===== src/rtl/cnt_cmd_arbiter.sv =====
// Round-robin arbiter for two counter-command requesters; replays the granted
// command as a stream of 3-bit counter state codes plus a registered load value.
module cnt_cmd_arbiter #(
   parameter int DATA_W = 8,
   parameter int LEN_W  = 4
) (
   input  logic              clk,
   input  logic              reset_n,
   input  logic [1:0]        req,
   input  logic [1:0]        cmd0,
   input  logic [1:0]        cmd1,
   input  logic [DATA_W-1:0] data0,
   input  logic [DATA_W-1:0] data1,
   input  logic [LEN_W-1:0]  len0,
   input  logic [LEN_W-1:0]  len1,
   output logic [1:0]        gnt,
   output logic              done,
   output logic              busy,
   output logic [2:0]        state,
   output logic [DATA_W-1:0] d_load
);

   typedef enum logic {
      ARB_IDLE,
      ARB_RUN
   } arbState_t;

   localparam logic [1:0] CMD_CLR  = 2'b00;
   localparam logic [1:0] CMD_LOAD = 2'b01;
   localparam logic [1:0] CMD_INC  = 2'b10;
   localparam logic [1:0] CMD_DEC  = 2'b11;

   localparam logic [2:0] ST_IDLE = 3'b000;
   localparam logic [2:0] ST_LOAD = 3'b001;
   localparam logic [2:0] ST_INC  = 3'b010;
   localparam logic [2:0] ST_INC2 = 3'b011;
   localparam logic [2:0] ST_DEC  = 3'b100;
   localparam logic [2:0] ST_DEC2 = 3'b101;

   arbState_t         fsm_q, fsm_d;
   logic [1:0]        gnt_q, gnt_d;
   logic              done_q, done_d;
   logic [2:0]        state_q, state_d;
   logic [DATA_W-1:0] dLoad_q, dLoad_d;
   logic [1:0]        cmd_q, cmd_d;
   logic [DATA_W-1:0] data_q, data_d;
   logic [LEN_W-1:0]  remain_q, remain_d;
   logic              last_q, last_d;

   logic              sel;
   logic [1:0]        selCmd;
   logic [DATA_W-1:0] selData;
   logic [LEN_W-1:0]  selLen;

   always_ff @(posedge clk or negedge reset_n) begin
      if (!reset_n) begin
         fsm_q    <= ARB_IDLE;
         gnt_q    <= 2'b00;
         done_q   <= 1'b0;
         state_q  <= ST_IDLE;
         dLoad_q  <= '0;
         cmd_q    <= CMD_CLR;
         data_q   <= '0;
         remain_q <= '0;
         last_q   <= 1'b1;
      end else begin
         fsm_q    <= fsm_d;
         gnt_q    <= gnt_d;
         done_q   <= done_d;
         state_q  <= state_d;
         dLoad_q  <= dLoad_d;
         cmd_q    <= cmd_d;
         data_q   <= data_d;
         remain_q <= remain_d;
         last_q   <= last_d;
      end
   end

   // With both requesting, the one not granted last wins; last_q resets to 1 so requester 0 goes first.
   always_comb begin
      if (req == 2'b11) begin
         sel = ~last_q;
      end else begin
         sel = req[1];
      end
      selCmd  = sel ? cmd1  : cmd0;
      selData = sel ? data1 : data0;
      selLen  = sel ? len1  : len0;
   end

   always_comb begin
      fsm_d    = fsm_q;
      gnt_d    = 2'b00;
      done_d   = 1'b0;
      state_d  = state_q;
      dLoad_d  = dLoad_q;
      cmd_d    = cmd_q;
      data_d   = data_q;
      remain_d = remain_q;
      last_d   = last_q;
      unique case (fsm_q)
         ARB_IDLE: begin
            if (|req) begin
               gnt_d  = sel ? 2'b10 : 2'b01;
               last_d = sel;
               cmd_d  = selCmd;
               data_d = selData;
               fsm_d  = ARB_RUN;
               // A LOAD onto a LOAD code needs an IDLE bubble so the counter sees a code change.
               unique case (selCmd)
                  CMD_CLR:  remain_d = LEN_W'(1);
                  CMD_LOAD: remain_d = (state_q == ST_LOAD) ? LEN_W'(2) : LEN_W'(1);
                  default:  remain_d = (selLen == '0) ? LEN_W'(1) : selLen;
               endcase
            end
         end
         ARB_RUN: begin
            unique case (cmd_q)
               CMD_CLR: state_d = ST_IDLE;
               CMD_LOAD: begin
                  if (remain_q == LEN_W'(2)) begin
                     state_d = ST_IDLE;
                  end else begin
                     state_d = ST_LOAD;
                     dLoad_d = data_q;
                  end
               end
               CMD_INC: state_d = (state_q == ST_INC) ? ST_INC2 : ST_INC;
               CMD_DEC: state_d = (state_q == ST_DEC) ? ST_DEC2 : ST_DEC;
            endcase
            remain_d = remain_q - LEN_W'(1);
            if (remain_q == LEN_W'(1)) begin
               done_d = 1'b1;
               fsm_d  = ARB_IDLE;
            end
         end
      endcase
   end

   assign gnt    = gnt_q;
   assign done   = done_q;
   assign busy   = (fsm_q == ARB_RUN);
   assign state  = state_q;
   assign d_load = dLoad_q;

endmodule


===== config.mk =====
export PLATFORM = sky130hd
export DESIGN_NAME = cnt_cmd_arbiter
export DESIGN_NICKNAME = d
export VERILOG_FILES = /design/src/rtl/cnt_cmd_arbiter.sv
export SDC_FILE = /design/constraint.sdc
export NUM_CORES = 1
export LEC_CHECK = 0
export ABC_AREA = 1
export ABC_CLOCK_PERIOD_IN_PS = 3800
export BUFFER_PORTS_ARGS = -buffer_cell sky130_fd_sc_hd__buf_2
export CORE_ASPECT_RATIO = 0.75
export CORE_UTILIZATION = 40
export CTS_CLUSTER_SIZE = 24
export DETAILED_ROUTE_END_ITERATION = 6
export RECOVER_POWER = 25
export SLEW_MARGIN = 20
export SYNTH_ARGS = -nofsm -noshare
export SYNTH_HDL_FRONTEND = slang
export SYNTH_SLANG_ARGS = --single-unit

===== constraint.sdc =====
create_clock -name clk -period 3.8 [get_ports clk]
set_input_delay 0.38 -clock clk [delete_from_list [all_inputs] [get_ports clk]]
set_output_delay 0.38 -clock clk [all_outputs]
set_load 0.05 [all_outputs]

## After elaboration in Yosys (flattened, before gate mapping)

Index checks and enable logic that the tools add are counted.

| word-level totals | value |
|---|---|
| logic and storage cells | 51 |
| output and inout bits | 15 |
| flip-flop bits (word level) | 30 |

| operators by class | value |
|---|---|
| bitwise gates (word level) | 3 |
| add/subtract/negate cells | 1 |
| equality and inequality tests | 11 |
| muxes and demuxes | 21 |
| reduce and logical (&&, ||, !) cells | 6 |

Operator list:

| kind | number |
|---|---|
| $pmux W4 S2 | 2 |
| $mux W4 | 3 |
| $pmux W3 S4 | 1 |
| $mux W2 | 5 |
| $mux W1 | 8 |
| $mux W8 | 1 |
| $eq A2 B2 Y1 const B | 3 |
| $eq A2 B1 Y1 const B | 2 |
| $eq A4 B1 Y1 const B | 1 |
| $eq A4 B2 Y1 const B | 1 |
| $logic_not A2 Y1 | 2 |
| $logic_not A4 Y1 | 1 |
| $sub A4 B1 Y4 const B | 1 |
| $eq A3 B1 Y1 const B | 1 |
| $eq A3 B2 Y1 const B | 1 |
| $eq A3 B3 Y1 const B | 1 |
| $not A1 Y1 | 3 |
| $reduce_and A3 Y1 | 1 |
| $ne A2 B2 Y1 const B | 1 |
| $pmux W1 S2 | 1 |
| $reduce_and A2 Y1 | 1 |
| $reduce_or A2 Y1 | 1 |

## Longest topological paths before layout

| logic depth | value |
|---|---|
| depth in word-level cells | 8 |
| gate-level depth with buffers | 9 |
| mapped depth without buffers | 9 |

## Worst setup path after synthesis

Ideal clock, no wire load.

| timing path | value |
|---|---|
| kind | reg2reg |
| start | register fsm_q, in the netlist busy |
| end | register dLoad_q[1], in the netlist d_load[1] |
| stages on the path, launching flop included | 6 |
| setup slack | 2.362 ns |
| required time | 3.677 ns |
| library setup time | 0.123 ns |
| data arrival time | 1.315 ns |
| period minus slack after synthesis | 1.438 ns |
| path through | dfrtp_1 > buf_4 > inv_4 > buf_2 > o21ai_0 > nand2_1 |

| between the ends | value |
|---|---|
| cells in the longest elaborated chain, start to end | 1 |

Ends and longest elaborated chain:

| element | line | source |
|---|---|---|
| start, declared | 40 | `arbState_t fsm_q, fsm_d;` |
| start signal, assigned | 67 | `fsm_q <= fsm_d;` |
| $reduce_and A3 Y1 (no line) | - |  |
| end signal, assigned | 71 | `dLoad_q <= dLoad_d;` |
| end, declared | 44 | `logic [DATA_W-1:0] dLoad_q, dLoad_d;` |

Every way passes these cells.
A chain may end at the register's enable or synchronous reset.

## Final worst setup path

| timing path | value |
|---|---|
| start | register fsm_q, in the netlist busy |
| end | output busy |

RTL lines:

| element | line | source |
|---|---|---|
| end, declared | 18 | `output logic busy,` |

No word-level cell between the ends.

==> metrics.txt <==
Port Buf Inserts 46; Die Height 56.59 µm; Multi-input gate area 719.4 µm²; Crit path required time 3.42 ns; post-synthesis mux area share 0; FP Rows 19; CP cell instances buf_2; Worst setup EP type primary output; Final nets 273; Synth area leaders dfrtp_1 46%, nand2_1 12%, o21ai_0 7.2%; clk_skew 0.004593 ns; largest net degree at the start of global routing 31; most common cell in the netlist nand2_1; Synth Area in Compound Gates 0.1449; Fin. Hold Viols 0; Core Area 0.003732 mm²; Setup Buffers After CTS 0; Unique masters post-synth 30; Worst VDD drop 0.3037 mV; CP bufs+invs 1; Crit Path Max Fanout 11; TritonCTS clock tree done; pwr dens 826.9 mW/mm²; largest area contributor in the netlist dfrtp_1; Fillers 373; antenna-violating nets left 0; reg2reg start busy; highest cell delay on the worst timing path 0.70 ns; H-tree level count 2; GPL Wtd Cong 0.7409; Final Critical Period 1.732 ns; syn avg cell area 8.408 µm²; Reg area 752.0 µm²; share of cells above drive strength 1 0.3054; EDFF count, synth 0; Cell Area, Synth 0.001589 mm²; CP Class flip-flop to primary output; worst slew pin tran 1.538 ns; area added between synthesis and finish 20.79%; clk sink count 30; Ports 47; CP startpoint busy; Pre-antenna DRT Iters 4; leakage 1.013 nW; Synth async-reset ratio 1.000; Synth Flop Type dfrtp_1; DP HPWL 2503 µm; initial antenna violation count 0; largest family of logic cells by synthesized area simple AND/OR/NAND/NOR gates; setup TNS 0 ns; worst setup margin 2.068 ns; critical path launch point type flip-flop; starting density of the core 0.4257; DIE WIDTH 74.78 µm; failing checks capacitance limit, slew limit; Simple-Gate Fraction of Synth Area 0.2843; period utilization 0.4557; syn nets 224; Iter 0 DRT Violations 52; worst hold start data0[7]; Hold Path Class primary input to flip-flop; Post-Synth Adder-Cell Area 0.02362; RSZ-0062 raised after global routing false; cts bufs inserted 5; CTS resizes 0; via count 1361; worst-skew pair later-pin latency 0.28 ns; Yosys reg bits 30; drt wl/cell 11.58 µm; CP max stage cell dfrtp_1; # setup viols final 0; WP data arrival 1.35 ns; Synth top area share 0.4567; gr usage total 0.1800; n_diodes 0; top cells by instance count after synthesis 50 x nand2_1, 29 x dfrtp_1, 23 x o21ai_0; CTS root buf clkbuf_8; Worst path top cell family by delay flip-flops; Synth Warn # 0; status finished with violations; Routed WL 3370 µm; DRC viols 0; sequential share of the synthesized area 0.4732; Total Die Area 0.004231 mm²; Slew Limit Headroom -0.02559; maximum clock frequency 577.5 MHz; Place WS 2.372 ns; first-pass GRT wire length 5754 µm; final global-route overflow total 0; Reg clk slew, reported paths 0.06 ns; clk buf depth 2; max-cap viol count 1; Via density 4.677; Pins Over Slew Limit 31; CTS Hold Bufs 0; xor/xnor share of the synthesized area 0; vias in the first global route 1262; Post-Synthesis Cells 189
[cell families after synthesis]
family,count (synthesis)
buffers and inverters,21
AO/OA/AOI/OAI,39
flip-flops,30
AND/OR/NAND/NOR,96
adder cells (fa/ha/maj),3
[registers in the layout, summed over array words and instances, names as in the netlist]
signal / cells
cmd_q: 2
done: 1
gnt: 2
data_q: 8
last_q: 1
d_load: 8
busy: 1
state: 3
remain_q: 4
[through the flow]
stage | hold WS, ns | instances | area (µm²) | utilization | total power, mW
after floorplan | 0.08441 | 189 | 1589 | - | 1.183
final | 0.3054 | 291 | 1919 | 0.5142 | 1.587
after detailed placement | 0.4581 | 283 | 1841 | 0.4931 | 1.354
after global placement | 0.4527 | 283 | 1841 | 0.4931 | 1.351
after CTS | 0.1582 | 291 | 1921 | 0.5146 | 1.602
after global routing | 0.3284 | 291 | 1919 | 0.5142 | 1.717
[layer usage]
layer  GRT usage  part of all wire  routed length [µm]  up-vias
met2      0.2368              0.39                1316       36
met1      0.2719              0.54                1827      610
li1            -                 -                   -      708
met4     0.06469             0.013                  44        0
met3     0.05745             0.054                 182        7
met5           0                 0                   0        -
[report_power, final]
group / switching, mW / internal (mW)
registers: 0.121 / 0.469
clock network: 0.114 / 0.130
logic: 0.525 / 0.228
total: 0.759 / 0.828
[layout make-up]
| type | instances | area share |
|---|---|---|
| flip-flops and latches | 30 | 0.3918 |
| clock buffers | 8 | 0.04172 |
| inverters | 17 | 0.03846 |
| repair buffers | 46 | 0.1193 |
| well taps | 52 | 0.03390 |
| multi-input cells | 138 | 0.3748 |
[final timing paths]
path / to / slack [ns] / cells past startpoint
hold / removal: data_q[7] / 0.31 / 3
min in group asynchronous: state[1] / 0.47 / 1
hold reg to reg: last_q / 0.49 / 2
setup / recovery: busy / 2.07 / 1
setup reg to reg: remain_q[1] / 2.37 / 5
max in group asynchronous: d_load[3] / 2.43 / 1
[layout by cell type, fill, tap and decap left out, types with 3 or more instances in the layout]
master,count
nand2_1,50
buf_2,45
dfrtp_1,29
o21ai_0,23
nor2_1,21
inv_1,14
nand3_1,8
o21ai_1,5
o21ai_2,5
clkbuf_8,5
clkbuf_1,4
nand2_2,3
ha_1,3
No activity file was read; power rests on OpenSTA's default activity.
